### config.mk
export PLATFORM = sky130hd
export DESIGN_NAME = stream_mux2_1_rr
export DESIGN_NICKNAME = d
export VERILOG_FILES = /design/src/rtl/stream_mux_pkg.sv /design/src/rtl/rr_arb2.sv /design/src/rtl/stream_mux2_1_rr.sv
export SDC_FILE = /design/constraint.sdc
export NUM_CORES = 1
export LEC_CHECK = 0
export ABC_AREA = 0
export ABC_CLOCK_PERIOD_IN_PS = 1900
export CAP_MARGIN = 40
export CORE_MARGIN = 2
export CORE_UTILIZATION = 50
export CTS_CLUSTER_DIAMETER = 60
export DETAILED_ROUTE_END_ITERATION = 10
export DONT_BUFFER_PORTS = 1
export SLEW_MARGIN = 20
export SYNTH_ARGS = -nofsm -noshare
export SYNTH_HDL_FRONTEND = slang
export SYNTH_SLANG_ARGS = --single-unit
### constraint.sdc
create_clock -name clk -period 1.9 [get_ports clk]
set_input_delay 0.38 -clock clk [delete_from_list [all_inputs] [get_ports clk]]
set_output_delay 0.38 -clock clk [all_outputs]
set_load 0.005 [all_outputs]
### src/rtl/stream_mux_pkg.sv
// Shared types for the two-input stream merge: source index enum and default payload width.
package stream_mux_pkg;

    localparam int unsigned DATA_W_DEFAULT = 8;

    typedef enum logic {
        SRC_IN0 = 1'b0,
        SRC_IN1 = 1'b1
    } src_t;

endpackage

### src/rtl/rr_arb2.sv
// Two-way round-robin arbiter holding grant priority and the optional packet lock.
// ARB_PKT_LOCK_EN keeps a source granted from its first beat until its last beat.
module rr_arb2
    import stream_mux_pkg::*;
(
    input  logic       clk_i,
    input  logic       rst_i,
    input  logic [1:0] valid_i,
    input  logic [1:0] last_i,
    input  logic       load_i,
    input  logic       transfer_i,
    output src_t       grant_o
);

    src_t prio_q, prio_d;
    src_t other;
    logic granted_last;
    logic lock_on;
    src_t lock_src;

    always_comb begin
        if (lock_on) begin
            grant_o = lock_src;
        end else if (valid_i[0] && valid_i[1]) begin
            grant_o = prio_q;
        end else if (valid_i[0]) begin
            grant_o = SRC_IN0;
        end else if (valid_i[1]) begin
            grant_o = SRC_IN1;
        end else begin
            grant_o = prio_q;
        end
    end

    assign other        = (grant_o == SRC_IN0) ? SRC_IN1 : SRC_IN0;
    assign granted_last = (grant_o == SRC_IN1) ? last_i[1] : last_i[0];

`ifdef ARB_PKT_LOCK_EN
    logic lock_q, lock_d;
    src_t lock_src_q, lock_src_d;

    assign lock_on  = lock_q;
    assign lock_src = lock_src_q;

    // Priority only rotates at packet boundaries so packets never interleave.
    always_comb begin
        prio_d     = prio_q;
        lock_d     = lock_q;
        lock_src_d = lock_src_q;
        if (transfer_i && load_i) begin
            if (granted_last) begin
                lock_d = 1'b0;
                prio_d = other;
            end else begin
                lock_d     = 1'b1;
                lock_src_d = grant_o;
            end
        end
    end

    always_ff @(posedge clk_i) begin
        if (rst_i) begin
            prio_q     <= SRC_IN0;
            lock_q     <= 1'b0;
            lock_src_q <= SRC_IN0;
        end else begin
            prio_q     <= prio_d;
            lock_q     <= lock_d;
            lock_src_q <= lock_src_d;
        end
    end
`else
    logic unused_last;

    assign lock_on     = 1'b0;
    assign lock_src    = SRC_IN0;
    assign unused_last = granted_last;

    always_comb begin
        prio_d = prio_q;
        if (transfer_i && load_i) begin
            prio_d = other;
        end
    end

    always_ff @(posedge clk_i) begin
        if (rst_i) begin
            prio_q <= SRC_IN0;
        end else begin
            prio_q <= prio_d;
        end
    end
`endif

endmodule

### src/rtl/stream_mux2_1_rr.sv
// Round-robin merge of two valid/ready streams into one registered output tagged with its source.
// Define ARB_PKT_LOCK_EN to arbitrate per packet instead of per beat.
module stream_mux2_1_rr
    import stream_mux_pkg::*;
#(
    parameter int unsigned DATA_W = DATA_W_DEFAULT
) (
    input  logic              clk,
    input  logic              rst,
    input  logic              in0_valid,
    output logic              in0_ready,
    input  logic [DATA_W-1:0] in0_data,
    input  logic              in0_last,
    input  logic              in1_valid,
    output logic              in1_ready,
    input  logic [DATA_W-1:0] in1_data,
    input  logic              in1_last,
    output logic              out_valid,
    input  logic              out_ready,
    output logic [DATA_W-1:0] out_data,
    output logic              out_last,
    output logic              out_src
);

    logic              load;
    logic              transfer;
    src_t              grant;
    logic              out_valid_q, out_valid_d;
    logic [DATA_W-1:0] out_data_q, out_data_d;
    logic              out_last_q, out_last_d;
    src_t              out_src_q, out_src_d;

    // Slot is free or its beat leaves this cycle, so a new beat may enter.
    assign load      = !out_valid_q || out_ready;
    assign in0_ready = load && (grant == SRC_IN0);
    assign in1_ready = load && (grant == SRC_IN1);
    assign transfer  = (in0_valid && in0_ready) || (in1_valid && in1_ready);

    rr_arb2 u_arb (
        .clk_i      (clk),
        .rst_i      (rst),
        .valid_i    ({in1_valid, in0_valid}),
        .last_i     ({in1_last, in0_last}),
        .load_i     (load),
        .transfer_i (transfer),
        .grant_o    (grant)
    );

    always_comb begin
        out_valid_d = out_valid_q;
        out_data_d  = out_data_q;
        out_last_d  = out_last_q;
        out_src_d   = out_src_q;
        if (transfer) begin
            out_valid_d = 1'b1;
            out_src_d   = grant;
            out_data_d  = (grant == SRC_IN1) ? in1_data : in0_data;
            out_last_d  = (grant == SRC_IN1) ? in1_last : in0_last;
        end else if (out_ready) begin
            out_valid_d = 1'b0;
        end
    end

    always_ff @(posedge clk) begin
        if (rst) begin
            out_valid_q <= 1'b0;
            out_data_q  <= '0;
            out_last_q  <= 1'b0;
            out_src_q   <= SRC_IN0;
        end else begin
            out_valid_q <= out_valid_d;
            out_data_q  <= out_data_d;
            out_last_q  <= out_last_d;
            out_src_q   <= out_src_d;
        end
    end

    assign out_valid = out_valid_q;
    assign out_data  = out_data_q;
    assign out_last  = out_last_q;
    assign out_src   = out_src_q;

endmodule

Word level (Yosys, flattened, before mapping)

Index checks and enable logic that the tools add are counted.

Word-level logic and storage cells: 24
Register bits after elaboration: 12
Output and inout port bits: 13

Mux-type cells: 8
Bitwise logic cells: 1
Reduce and logical (&&, ||, !) cells: 10

Operators by type and width:

| operator           | count |
|---|---|
| 8-bit two-way mux  | 1 |
| 1-bit two-way mux  | 7 |
| 1-bit logical AND  | 6 |
| 1-bit logical OR   | 2 |
| 2-bit nonzero test | 1 |
| 1-bit logical NOT  | 1 |
| 1-bit NOT          | 1 |

Logic depth before layout (Yosys ltp)

Gate-level depths: netlist (run 1).

Word-level depth: 8
Gate-level depth with buffers: 4

By module

Synthesis (run 1) repeated with hierarchy kept, for this count alone.

Cells, all modules: 65
Area, all modules: 644.4 um^2

By module, submodules not included:

| module           | cells an instance | area each (um^2) | instances |
|---|---|---|---|
| stream_mux2_1_rr | 56                | 583.1            | 1 |
| rr_arb2          | 9                 | 61.3             | 1 |

Least setup slack after synthesis (run 1)

No wires, ideal clock.

Kind: input to output
Start: input port in0_valid
End: output port in1_ready
Arrival: 0.947 ns
Setup slack: 0.573 ns
Buffers on the path: 0
Stages on the path: 3
Required time: 1.520 ns
Path through: inv_1 maj3_1 and2_2

Longest elaborated chain between the ends: 3

RTL lines:

| item                                                          | line                         | RTL |
|---|---|---|
| start, declared                                               | stream_mux2_1_rr.sv:10       | `input logic in0_valid,` |
| 1-bit two-way mux / 1-bit logical AND (equally long branches) | rr_arb2.sv:26, rr_arb2.sv:24 |  |
| 1-bit two-way mux *                                           | rr_arb2.sv:24                | `end else if (valid_i[0] && valid_i[1]) begin` |
| 1-bit logical AND *                                           | stream_mux2_1_rr.sv:36       | `assign in1_ready = load && (grant == SRC_IN1);` |
| end, declared                                                 | stream_mux2_1_rr.sv:15       | `output logic in1_ready,` |

Every way passes the cells marked *; elsewhere a longest branch is shown, timed or not.

Worst setup path after layout (run 1)

Start: register u_arb.prio_q
End: output port in1_ready

Longest elaborated chain between the ends: 4

RTL lines:

| item                   | line                   | RTL |
|---|---|---|
| start, declared        | rr_arb2.sv:15          | `src_t prio_q, prio_d;` |
| start signal, assigned | rr_arb2.sv:90          | `prio_q <= prio_d;` |
| 1-bit two-way mux      | rr_arb2.sv:28          | `end else if (valid_i[1]) begin` |
| 1-bit two-way mux      | rr_arb2.sv:26          | `end else if (valid_i[0]) begin` |
| 1-bit two-way mux *    | rr_arb2.sv:24          |  |
| 1-bit logical AND *    | stream_mux2_1_rr.sv:36 |  |

Marks and branches as above.

==> results.json, run 1 <==
{
  "post-place-ws_ps": 343.2,
  "slowest_delay_ps": 460,
  "cts-root-buf": "clkbuf_4",
  "post-dp-hpwl_mm": 1.153,
  "synth_top_area_share_pct": 36.09,
  "slew_viol_final": 0,
  "worst_pin_slew_ps": 481.8,
  "cp_max_fo": 14,
  "clk_path_buf_depth": 2,
  "setup_viol": 0,
  "r2r_start": "u_arb.prio_q$_SDFFE_PP0P_",
  "critPathCaptureType": "output port",
  "syn_area_um2": 665.6,
  "drt_wl_total_mm": 1.782,
  "grt_start_max_net_pins": 21,
  "wl_per_cell_um": 21.73,
  "dpl_cell_area_um2": 625.6,
  "setup.worst_path.start": "u_arb.prio_q$_SDFFE_PP0P_",
  "yosysSeqAreaShare_pct": 36.09,
  "diodes": 0,
  "ant_nets": 0,
  "yosys.area.top_type": "dfxtp_1",
  "viasPerCell": 7.402,
  "rsz0062_at_grt": "no",
  "netlist_instances": 72,
  "area_growth_pct": -0.5638,
  "fin_area_um2": 661.9,
  "cpMaxStageDelayCell": "dfxtp_1",
  "layout_commonest_cell": "a2111oi_0",
  "io_pins": 36,
  "cts_sinks": 12,
  "fmax_mhz": 571.9,
  "crit_path_end": "in1_ready",
  "grt_pass1_wl_mm": 2.511,
  "ff2ff_path_depth": 3,
  "overflow": 0,
  "cap_violations": 0,
  "cts_tree": "yes",
  "post-route-drc-count": 0,
  "ctsHtreeMaxLevel": 1,
  "maxSlewHeadroom_pct": 67.05,
  "timing.rr.end": "out_last$_SDFFE_PP0P_",
  "antenna_found_initial": 0,
  "post_cts_resized": 0,
  "layout_common_cells": "18 x a2111oi_0, 12 x dfxtp_1, 11 x a21oi_1, 9 x nor4_1",
  "holdCritPathClass": "in -> reg",
  "synth_nets": 95,
  "finalHoldViolCount": 0,
  "max-vdd-ir-drop_v": 0.0005855,
  "finalClockSkew_ps": 9.597,
  "fp.dieW_um": 40.49,
  "synthTopCellsByArea": "dfxtp_1 36%, a2111oi_0 24%, nor4_1 8.5%, a21oi_1 8.3%, buf_2 3.8%",
  "die_area_um2": 1639,
  "postCtsSetupBuffers": 0,
  "p_per_area_nw_per_um2": 885.1,
  "rows": 13,
  "yosysWarnings": 0,
  "setup_tns_ps": 0,
  "critPathRequiredTime_ps": 1520,
  "clk_pin_slew_ps": 90,
  "core_area_um2": 1269,
  "critPathKind": "reg -> out",
  "ctsHoldBuffers": 0,
  "die_y_um": 40.49,
  "arrival_ps": 1370,
  "start_kind": "flop",
  "post-route-period-util_pct": 92.03,
  "numCtsBuffers": 3,
  "drive_gt1_share_pct": 13.43,
  "grt.total_usage_pct": 24.17,
  "insertion_delay_ps": 280,
  "syn_area_per_cell_um2": 9.245,
  "nets": 91,
  "drt_iter0_drc": 11,
  "start_util_pct": 52.47,
  "grt_pass1_vias": 536,
  "port_buffers": 0,
  "ff2ff_setup_slack_ps": 300,
  "drt_first_pass_iters": 4,
  "min_period_ps": 1748,
  "outcome": "finished, final reports clean",
  "fin_ws_ps": 151.5,
  "gp_congestion": 0.7106,
  "vias": 607,
  "yosys.cell_types.count": 19,
  "ys_ff_latch": 12,
  "worstPathCellList": "maj3_1 -> and2_2",
  "cellLeakagePower_nw": 0.1994
}
-- cell type report --
type | count | area (um2)
Sequential cell | 12 | 240.2
Clock buffer | 4 | 36.28
Fill cell | 134 | 606.8
Inverter | 3 | 11.26
Multi-Input combinational cell | 48 | 355.3
Tap cell | 15 | 18.77
-- critical path, delay by kind of cell, from the launching register on --
family	cells	cell delay (ps)
flops	1	460
fa+ha+maj	1	420
simple gates	1	210
-- cell usage after synthesis --
cell type / count
a2111oi_0: 18
a21oi_1: 11
a311oi_2: 1
a31oi_1: 1
and2_2: 1
buf_2: 5
buf_4: 1
buf_6: 2
clkbuf_1: 1
dfxtp_1: 12
inv_1: 3
maj3_1: 1
nor2_1: 1
nor2b_4: 1
nor4_1: 9
o211ai_1: 1
o21ai_0: 1
or2_2: 1
or2b_4: 1
-- registers in the layout, indices dropped and copies added (netlist names) --
name	cells
out_data	8
out_last	1
out_src	1
out_valid	1
u_arb.prio_q	1
-- power by group --
group	leakage (nW)	switching [mW]	internal [mW]
Clock	0.0210	0.0946	0.117
Combinational	0.0784	0.0441	0.0327
Sequential	0.100	0.0224	0.275
Total	0.199	0.161	0.425
-- layer usage --
metal | wire, um | track usage [%] | vias to the layer above
li1 | - | - | 289
met1 | 778 | 32.32 | 281
met2 | 815 | 34.13 | 35
met3 | 175 | 11.11 | 2
met4 | 13 | 7.500 | 0
met5 | 0 | 0 | -
-- through the flow --
stage	instances	utilization (%)	hold slack (ps)	total power, mW
after floorplan	72	-	458.5	0.3778
after global placement	78	49.31	450.2	0.3773
after detailed placement	78	49.31	450.9	0.3796
after CTS	82	52.17	147.9	0.5878
after global routing	82	52.17	130.3	0.6168
final	82	52.17	146.8	0.5858
-- how the worst min path moves through the flow --
| stage | from | endpoint | slack, ps | depth (start not counted) |
|---|---|---|---|---|
| floorplan | rst | out_data[0]$_SDFFE_PP0P_ | 460 | 1 |
| global placement | rst | u_arb.prio_q$_SDFFE_PP0P_ | 450 | 1 |
| detailed placement | rst | u_arb.prio_q$_SDFFE_PP0P_ | 450 | 1 |
| CTS | rst | u_arb.prio_q$_SDFFE_PP0P_ | 150 | 1 |
| global route | rst | u_arb.prio_q$_SDFFE_PP0P_ | 130 | 1 |
| finish | rst | u_arb.prio_q$_SDFFE_PP0P_ | 150 | 1 |
-- kinds of logic after synthesis --
family	count (synthesis)	synth area share (%)
buffers and inverters	12	10.53
adder cells (fa/ha/maj)	1	1.504
flip-flops	12	36.09
AO/OA/AOI/OAI	33	37.03
AND/OR/NAND/NOR	14	14.85
Note: power is estimated with default switching activity, not from simulation.
==> inputs of run 2 (changes only) <==
--- a/config.mk
+++ b/config.mk
@@ -9,10 +9,11 @@
 export ABC_CLOCK_PERIOD_IN_PS = 1900
 export CAP_MARGIN = 40
 export CORE_MARGIN = 2
-export CORE_UTILIZATION = 50
+export CORE_UTILIZATION = 45
 export CTS_CLUSTER_DIAMETER = 60
 export DETAILED_ROUTE_END_ITERATION = 10
 export DONT_BUFFER_PORTS = 1
+export PLACE_DENSITY = 0.64
 export SLEW_MARGIN = 20
 export SYNTH_ARGS = -nofsm -noshare
 export SYNTH_HDL_FRONTEND = slang
==> run 2 against run 1 <==
  * First-iteration DRC count fell by 64%
  * Highest routed layer unchanged
  * Setup slack improved by 42 ps
  * Largest cell class unchanged
  * Via count fell by 1.3%
  * Critical path depth did not move
  * Non-clock buffer count did not move
  * Register-to-register slack improved by 50 ps
==> results.json, run 2 (same netlist as run 1, synthesis figures left out) <==
{
  "m1WireLength_um": 769,
  "antenna_found_initial": 0,
  "grt.total_usage_pct": 19.04,
  "top_layer": "met4",
  "cts-root-buf": "clkbuf_4",
  "drt_iter0_drc": 4,
  "fill_cells": 150,
  "cts_sinks": 12,
  "numCtsBuffers": 3,
  "worst_pin_slew_ps": 467.3,
  "pwr-share-seq_pct": 56.2,
  "drt_wl_total_mm": 1.646,
  "p_sw_uw": 146.4,
  "rsz0062_at_grt": "no",
  "finalHoldViolCount": 0,
  "core_area_um2": 1334,
  "ant_nets": 0,
  "post_cts_resized": 0,
  "ctsHoldBuffers": 0,
  "start_kind": "flop",
  "holdCritStartpoint": "rst",
  "cellLeakagePower_nw": 0.1922,
  "port_buffers": 0,
  "pwr-share-comb_pct": 14.3,
  "die_area_um2": 1803,
  "met3_length_um": 147,
  "max-vdd-ir-drop_v": 0.0003414,
  "nets": 91,
  "critPathKind": "reg -> out",
  "finalClockSkew_ps": 2.637,
  "gp_congestion": 0.7263,
  "p_sw_share_pct": 27.74,
  "met2_wirelength_um": 700,
  "drt_first_pass_iters": 4,
  "area_growth_pct": -2.631,
  "clk_pin_slew_ps": 70,
  "critPathRequiredTime_ps": 1520,
  "post-route-period-util_pct": 89.80,
  "vias": 599,
  "cp_max_fo": 14,
  "post-dp-hpwl_mm": 1.099,
  "ctsHtreeMaxLevel": 1,
  "clk_path_buf_depth": 2,
  "start_util_pct": 49.91,
  "min_period_ps": 1706,
  "ff2ff_setup_slack_ps": 350,
  "cts_tree": "yes",
  "maxSlewHeadroom_pct": 68.04,
  "setup_tns_ps": 0,
  "holdPathStages": 1,
  "slew_viol_final": 0,
  "setup_viol": 0,
  "whs_endpoint": "u_arb.prio_q$_SDFFE_PP0P_",
  "largest_register_ffs": 8,
  "pwr-share-clk_pct": 29.5,
  "r2r_start": "u_arb.prio_q$_SDFFE_PP0P_",
  "timing.hold.ws_ps": 165.6,
  "holdCritPathClass": "in -> reg",
  "viasPerCell": 7.395,
  "critPathCaptureType": "output port",
  "insertion_delay_ps": 270,
  "grt_pass1_vias": 577,
  "post-route-drc-count": 0,
  "rows": 13,
  "cap_violations": 0,
  "grt_start_max_net_pins": 21,
  "layout_commonest_cell": "a2111oi_0",
  "p_per_area_nw_per_um2": 814.3,
  "p_int_uw": 381.4,
  "diodes": 0,
  "outcome": "finished, final reports clean",
  "io_pins": 36,
  "ff2ff_path_depth": 3,
  "fp.dieW_um": 42.46,
  "postCtsSetupBuffers": 0,
  "timing.rr.end": "out_data[0]$_SDFFE_PP0P_",
  "drive_gt1_share_pct": 12.12,
  "fmax_mhz": 586.1,
  "die_y_um": 42.46,
  "arrival_ps": 1330,
  "wl_per_cell_um": 20.32,
  "overflow": 0,
  "grt_pass1_wl_mm": 2.587,
  "layout_common_cells": "18 x a2111oi_0, 12 x dfxtp_1, 11 x a21oi_1, 9 x nor4_1"
}
==> run 2: changes by cell type in the layout (fill, tap and decap cells not counted) <==
cell	previous run	this run
clkbuf_8	1	0
==> run 2: area by class of cell <==
class | count | area, um2 | area share, %
Clock buffer | 3 | 22.52 | 3.475
Inverter | 3 | 11.26 | 1.737
Multi-Input combinational cell | 48 | 355.3 | 54.83
Sequential cell | 12 | 240.2 | 37.07
Tap cell | 15 | 18.77 | 2.896
==> run 2: power by group through the flow <==
stage	Clock [mW]	Sequential, mW	Combinational (mW)
after detailed placement	0	0.303	0.0746
after floorplan	0	0.295	0.0827
after global routing	0.174	0.301	0.0850
after CTS	0.162	0.297	0.0753
final	0.156	0.297	0.0753
after global placement	0	0.303	0.0736
==> run 2: worst max path at each step <==
stage | startpoint | to | slack (ps)
finish | u_arb.prio_q$_SDFFE_PP0P_ | in1_ready | 190
global route | u_arb.prio_q$_SDFFE_PP0P_ | in1_ready | 130
CTS | u_arb.prio_q$_SDFFE_PP0P_ | in1_ready | 190
detailed placement | u_arb.prio_q$_SDFFE_PP0P_ | out_data[4]$_SDFFE_PP0P_ | 400
global placement | u_arb.prio_q$_SDFFE_PP0P_ | out_data[3]$_SDFFE_PP0P_ | 420
floorplan | in0_valid | in1_ready | 570
==> run 2: critical path, stage by stage (launching register included) <==
cell and delay, ps:
dfxtp_1 440, maj3_1 410, and2_2 200
==> run 2: stage by stage <==
| step | utilization (%) | setup WS [ps] | area [um2] | power (mW) | std cells |
|---|---|---|---|---|---|
| finish | 48.59 | 193.8 | 648.1 | 0.5278 | 81 |
| global route | 48.59 | 132.4 | 648.1 | 0.5596 | 81 |
| CTS | 48.59 | 186.0 | 648.1 | 0.5347 | 81 |
| detailed placement | 46.90 | 402.8 | 625.6 | 0.3776 | 78 |
| global placement | 46.90 | 421.7 | 625.6 | 0.3766 | 78 |
| floorplan | - | 573.1 | 665.6 | 0.3778 | 72 |
==> run 2: layer usage <==
metal  up-vias  track usage [%]
met5         -                0
met4         0            11.25
met3         4            8.621
met2        25            27.69
met1       279            22.77
li1        291                -
